==> src/rtl/visor_uart_pkg.sv <==
// Shared types and default constants for the visor Avalon-MM UART transmitter.
// Default addresses match the visor's console/trace register map.
package visor_uart_pkg;

    typedef enum logic [1:0] {
        IDLE  = 2'd0,
        START = 2'd1,
        DATA  = 2'd2,
        STOP  = 2'd3
    } tx_state_t;

    localparam int unsigned UART_DATA_BITS = 8;

    localparam logic [15:0] VISOR_AV_TX_DATA = 16'h0020;
    localparam logic [15:0] VISOR_AV_TX_CTRL = 16'h0021;

endpackage

==> src/rtl/visor_byte_fifo.sv <==
// Byte FIFO with a separate occupancy counter so that full and empty stay distinguishable.
// dout shows the head entry combinationally whenever the FIFO is not empty.
module visor_byte_fifo #(
    parameter int unsigned  DEPTH = 16,
    localparam int unsigned PTR_W = $clog2(DEPTH),
    localparam int unsigned LVL_W = PTR_W + 1
) (
    input  logic             sysclk,
    input  logic             sysreset,
    input  logic             push,
    input  logic             pop,
    input  logic             flush,
    input  logic [7:0]       din,
    output logic [7:0]       dout,
    output logic [LVL_W-1:0] level,
    output logic             full,
    output logic             empty
);

    logic [7:0]       mem [DEPTH];
    logic [PTR_W-1:0] wr_ptr_q;
    logic [PTR_W-1:0] rd_ptr_q;
    logic [LVL_W-1:0] count_q;
    logic             do_push;
    logic             do_pop;

    assign full    = (count_q == LVL_W'(DEPTH));
    assign empty   = (count_q == '0);
    assign do_push = push && !full;
    assign do_pop  = pop && !empty;
    assign level   = count_q;
    assign dout    = mem[rd_ptr_q];

    always_ff @(posedge sysclk) begin
        if (do_push) begin
            mem[wr_ptr_q] <= din;
        end
    end

    // Flush only rewinds pointers; stale storage is never visible because count is zero.
    always_ff @(posedge sysclk) begin
        if (sysreset || flush) begin
            wr_ptr_q <= '0;
            rd_ptr_q <= '0;
            count_q  <= '0;
        end else begin
            if (do_push) begin
                wr_ptr_q <= wr_ptr_q + PTR_W'(1);
            end
            if (do_pop) begin
                rd_ptr_q <= rd_ptr_q + PTR_W'(1);
            end
            if (do_push && !do_pop) begin
                count_q <= count_q + LVL_W'(1);
            end else if (do_pop && !do_push) begin
                count_q <= count_q - LVL_W'(1);
            end
        end
    end

endmodule

==> src/rtl/visor_av_uart_tx.sv <==
// Avalon-MM write-only console port for the visor: bytes are queued and sent as 8N1 frames.
// Back-pressure is via av_waitrequest only, raised while a data write targets a full FIFO.
module visor_av_uart_tx
    import visor_uart_pkg::*;
#(
    parameter int unsigned  CLKS_PER_BIT = 434,
    parameter int unsigned  FIFO_DEPTH   = 16,
    parameter logic [15:0]  ADDR_TX_DATA = VISOR_AV_TX_DATA,
    parameter logic [15:0]  ADDR_TX_CTRL = VISOR_AV_TX_CTRL,
    localparam int unsigned LVL_W        = $clog2(FIFO_DEPTH) + 1
) (
    input  logic             sysclk,
    input  logic             sysreset,
    input  logic [15:0]      av_address,
    input  logic [15:0]      av_writedata,
    input  logic             av_write,
    output logic             av_waitrequest,
    output logic             uart_txd,
    output logic             tx_busy,
    output logic [LVL_W-1:0] fifo_level
);

    localparam int unsigned TMR_W = $clog2(CLKS_PER_BIT);
    localparam logic [TMR_W-1:0] BIT_LAST = TMR_W'(CLKS_PER_BIT - 1);
    localparam logic [2:0] LAST_IDX = 3'(UART_DATA_BITS - 1);

    logic                      data_sel;
    logic                      ctrl_sel;
    logic                      fifo_push;
    logic                      fifo_pop;
    logic                      fifo_flush;
    logic                      fifo_full;
    logic                      fifo_empty;
    logic [7:0]                fifo_dout;
    logic                      bit_done;
    logic                      unused_wdata;

    tx_state_t                 state_q, state_d;
    logic [TMR_W-1:0]          timer_q, timer_d;
    logic [2:0]                bit_idx_q, bit_idx_d;
    logic [UART_DATA_BITS-1:0] shift_q, shift_d;
    logic                      txd_q, txd_d;

    assign data_sel       = (av_address == ADDR_TX_DATA);
    assign ctrl_sel       = (av_address == ADDR_TX_CTRL);
    assign av_waitrequest = av_write && data_sel && fifo_full;
    assign fifo_push      = av_write && data_sel && !fifo_full;
    assign fifo_flush     = av_write && ctrl_sel && av_writedata[0];
    assign fifo_pop       = (state_q == IDLE) && !fifo_empty;
    assign unused_wdata   = ^av_writedata[15:8];

    visor_byte_fifo #(
        .DEPTH (FIFO_DEPTH)
    ) u_fifo (
        .sysclk   (sysclk),
        .sysreset (sysreset),
        .push     (fifo_push),
        .pop      (fifo_pop),
        .flush    (fifo_flush),
        .din      (av_writedata[7:0]),
        .dout     (fifo_dout),
        .level    (fifo_level),
        .full     (fifo_full),
        .empty    (fifo_empty)
    );

    assign bit_done = (timer_q == '0);
    assign uart_txd = txd_q;
    assign tx_busy  = (state_q != IDLE) || !fifo_empty;

    always_comb begin
        state_d   = state_q;
        timer_d   = timer_q;
        bit_idx_d = bit_idx_q;
        shift_d   = shift_q;
        txd_d     = txd_q;
        // Timer runs down each bit and reloads on the boundary cycle.
        if (state_q != IDLE) begin
            timer_d = bit_done ? BIT_LAST : timer_q - TMR_W'(1);
        end
        unique case (state_q)
            IDLE: begin
                txd_d = 1'b1;
                if (!fifo_empty) begin
                    shift_d = fifo_dout;
                    txd_d   = 1'b0;
                    timer_d = BIT_LAST;
                    state_d = START;
                end
            end
            START: begin
                if (bit_done) begin
                    txd_d     = shift_q[0];
                    shift_d   = {1'b0, shift_q[UART_DATA_BITS-1:1]};
                    bit_idx_d = '0;
                    state_d   = DATA;
                end
            end
            DATA: begin
                if (bit_done) begin
                    if (bit_idx_q == LAST_IDX) begin
                        txd_d   = 1'b1;
                        state_d = STOP;
                    end else begin
                        txd_d     = shift_q[0];
                        shift_d   = {1'b0, shift_q[UART_DATA_BITS-1:1]};
                        bit_idx_d = bit_idx_q + 3'd1;
                    end
                end
            end
            STOP: begin
                if (bit_done) begin
                    state_d = IDLE;
                end
            end
            default: begin
                state_d = IDLE;
            end
        endcase
    end

    always_ff @(posedge sysclk) begin
        if (sysreset) begin
            state_q   <= IDLE;
            timer_q   <= '0;
            bit_idx_q <= '0;
            shift_q   <= '0;
            txd_q     <= 1'b1;
        end else begin
            state_q   <= state_d;
            timer_q   <= timer_d;
            bit_idx_q <= bit_idx_d;
            shift_q   <= shift_d;
            txd_q     <= txd_d;
        end
    end

endmodule

==> config.mk <==
export PLATFORM = sky130hd
export DESIGN_NAME = visor_av_uart_tx
export DESIGN_NICKNAME = d
export VERILOG_FILES = /design/src/rtl/visor_uart_pkg.sv /design/src/rtl/visor_byte_fifo.sv /design/src/rtl/visor_av_uart_tx.sv
export SDC_FILE = /design/constraint.sdc
export NUM_CORES = 1
export LEC_CHECK = 0
export CAP_MARGIN = 40
export CORE_UTILIZATION = 35
export CTS_CLUSTER_DIAMETER = 50
export DETAILED_ROUTE_END_ITERATION = 6
export RECOVER_POWER = 25
export SYNTH_ARGS = -nofsm -noshare
export SYNTH_HDL_FRONTEND = slang
export SYNTH_SLANG_ARGS = --single-unit
==> constraint.sdc <==
create_clock -name sysclk -period 4.1 [get_ports sysclk]
set_input_delay 0.82 -clock sysclk [delete_from_list [all_inputs] [get_ports sysclk]]
set_output_delay 0.82 -clock sysclk [all_outputs]
set_load 0.03 [all_outputs]
==> flow_summary_export.csv <==
group,metric,value,unit
timing,whs,0.516,ns
clock_network,clk-insertion-delay-late,0.42,ns
synth,yosys_most_used_dff,"edfxtp_1",
timing,max_freq,0.280,GHz
floorplanning,dieHeight,144,um
final_layout,n_fill_cell,1827,
place,place_ws,0.319,ns
synth,yosys_register_bits,168,
synth,postSynthAreaPerCell,15.0,um2
synth,ys_seq_area_share,65.7,%
clock_network,cts_buffers,17,
timing,fin_crit_sh,87.0,%
floorplanning,num_rows,51,
final_layout,fin_cells,801,
synth,synth_area_leaders,"edfxtp_1, dfxtp_1, mux4_2",
critical_path,worstSetupEndpointType,"primary output",
min_path,hold_start,"u_fifo.rd_ptr_q[1]$_SDFFE_PP0P_",
final_layout,drive_gt1_share,14.2,%
clock_network,cts_setup_buffers,0,
critical_path,path_class,"primary input to primary output",
clock_network,cts_buffer_depth,2,
clock_network,clkSinkCount,168,
final_layout,seq_area,4650,um2
synth,yosys_warnings,0,
timing,fin_skew,0.00803,ns
synth,synth_cells,473,
routing,ant_nets,0,
final_layout,antennaDiodeCount,0,
synth,synth-edff-count,128,
timing,finalHoldViolCount,0,
routing,drc_errors,0,
clock_network,htree_num_levels,4,
critical_path,worstPathMaxFanout,6,
critical_path,worst_ep_arrival_time,2.75,ns
synth,synth_area_leader_cell,"edfxtp_1",
clock_network,cts-root-buf,"clkbuf_16",
synth,syn_nets,526,
timing,layout_setup_ws,0.532,ns
global_routing,grt_start_max_net_pins,24,
routing,vias,4127,
final_layout,syn_to_final_growth,18.4,%
timing,fin_setup_tns,0,ns
routing,first_pass_iters,4,
global_routing,grt_usage,14.9,%
outcome,outcome,"complete, no violations",
floorplanning,dieArea,20800,um2
global_routing,grt_pass1_wl,22700,um
critical_path,required,3.28,ns
clock_network,hold_buffers,0,
floorplanning,die_x,144,um
global_routing,grt_pass1_vias,4248,
critical_path,r2r_start,"u_fifo.level[0]$_SDFFE_PP0P_",
clock_network,cts_tree,"yes",
final_layout,multi_input_area,2280,um2
clock_network,clkSlewWorstSetupHoldPaths,0.06,ns
synth,syn_area,7070,um2
timing,tightest_slew,0.906,ns
floorplanning,core_area,19700,um2
flow_run,cap_violations,0,
timing,slew_violations,0,
routing,wl_per_cell,17.8,um
power_and_ir_drop,max-vdd-ir-drop,0.289,mV
critical_path,startpoint,"av_address[10]",
synth,ys_types,49,
place,port_buffers,34,
min_path,hold_depth,2,
global_routing,gr-total-overflow,0,
routing,vias_per_cell,5.15,
routing,drtIter0Drc,244,
place,hpwl,9600,um
clock_network,ctsResizeCount,0,
timing,rsz0062_at_grt,"no",
place,gp_congestion,0.762,
timing,min_period,3.57,ns
critical_path,startpoint_type,"primary input",
power_and_ir_drop,p_leak,2.79,nW
floorplanning,io-pin-count,43,
routing,wl,14200,um
timing,setup_viol_count_final,0,
min_path,holdCritPathClass,"flip-flop to flip-flop",
place,dp.cells,770,
critical_path,rr_worst_depth,11,
synth,async_reset_ff_share,0,%
timing,max_slew_margin,39.4,%
synth,synth_top_area_share,54.3,%
power_and_ir_drop,power_density,645,nW/um2
floorplanning,initial_core_util,36.0,%
final_layout,fin_nets,577,
global_routing,antenna_found_initial,0,
cell usage in the layout (no fill, tap or decap), drive strengths merged, types with 6 or more instances in the layout:
cell type      synthesis  final
a21oi                 27     27
a221oi                11     11
a22oi                  8      8
and3                   6      6
buf                   11     18
clkbuf                10     19
clkdlybuf4s50          0     29
dfxtp                 40     40
edfxtp               128    128
ha                    17     17
inv                   11     14
mux2i                 28     28
mux4                  22     22
nand2                 10     10
nand2b                 7      7
nand3                  8      8
nor2                  43     43
nor3                   7      7
nor3b                  8      8
nor4                   6      6
o21ai                 17     17
per-stage QoR:
step	area, um2	total power, W	util (%)
after detailed placement	7780	0.00382	39.6
final	8380	0.00540	42.6
after global routing	8380	0.00569	42.6
after floorplan	7070	0.00340	-
after global placement	7780	0.00377	39.6
after CTS	8380	0.00544	42.6
report_power, final:
| group | internal [W] | switching (W) | total (W) |
|---|---|---|---|
| clock | 0.000962 | 0.000658 | 0.00162 |
| sequential | 0.00195 | 0.000181 | 0.00213 |
| combinational | 0.000736 | 0.000909 | 0.00164 |
| total | 0.00365 | 0.00175 | 0.00540 |
synth_stat cells (3+ instances only):
cell and count:
or4_1 3, nor2_1 43, xnor2_1 5, nand2b_1 7
mux2i_1 28, xor2_1 5, clkbuf_1 10, dfxtp_1 40
a22oi_1 8, nor3_1 5, buf_1 4, a21oi_1 27
nor4_1 5, nor3b_1 7, o21ai_0 15, a221oi_1 11
and3_1 6, mux4_2 22, a221o_1 5, a21o_1 4
or3_1 5, inv_1 11, nand3_1 8, nand2_1 10
edfxtp_1 128, buf_4 3, ha_1 17
critical path: stages:
cell	delay, ns
clkdlybuf4s50_1	0.41
nor4_1	0.28
and4_1	0.35
and4b_1	0.21
clkdlybuf4s50_1	0.67
kinds of logic after synthesis:
logic type / Yosys count / share of synthesized area, %
simple gates: 113 / 9.15
fa+ha+maj: 18 / 3.29
mux: 50 / 11.0
xor+xnor: 10 / 1.24
flops: 168 / 65.7
buf+inv: 32 / 2.11
compound gates: 82 / 7.59
layout make-up:
| class | count | area share (%) |
|---|---|---|
| tap | 265 | 3.96 |
| clock buffer | 18 | 5.12 |
| sequential | 168 | 55.5 |
| inverter | 11 | 0.493 |
| multi-input combinational | 273 | 27.2 |
| timing repair buffer | 53 | 5.72 |
| clock inverter | 13 | 2.03 |
routing by layer:
layer | part of all wire, % | vias to the layer above | global-route usage (%)
li1 | - | 1960 | -
met1 | 45 | 2089 | 18.8
met2 | 51 | 59 | 24.5
met3 | 3.0 | 19 | 3.48
met4 | 1.6 | 0 | 6.26
met5 | 0 | - | 0
flip-flops by register name, summed over array words and instances, names as in the netlist, named ones only:
signal,count
shift_q,8
u_fifo.level,5
timer_q,9
u_fifo.mem,128
u_fifo.wr_ptr_q,4
bit_idx_q,3
state_q,2
uart_txd,1
u_fifo.rd_ptr_q,4
final timing paths:
path                                        to  slack (ns)
hold / removal                       flip-flop        0.52
hold reg to reg                      flip-flop        0.52
setup / recovery                av_waitrequest        0.53
setup reg to reg  u_fifo.level[4]$_SDFFE_PP0P_        0.99
Power figures use the tool's default switching activity.
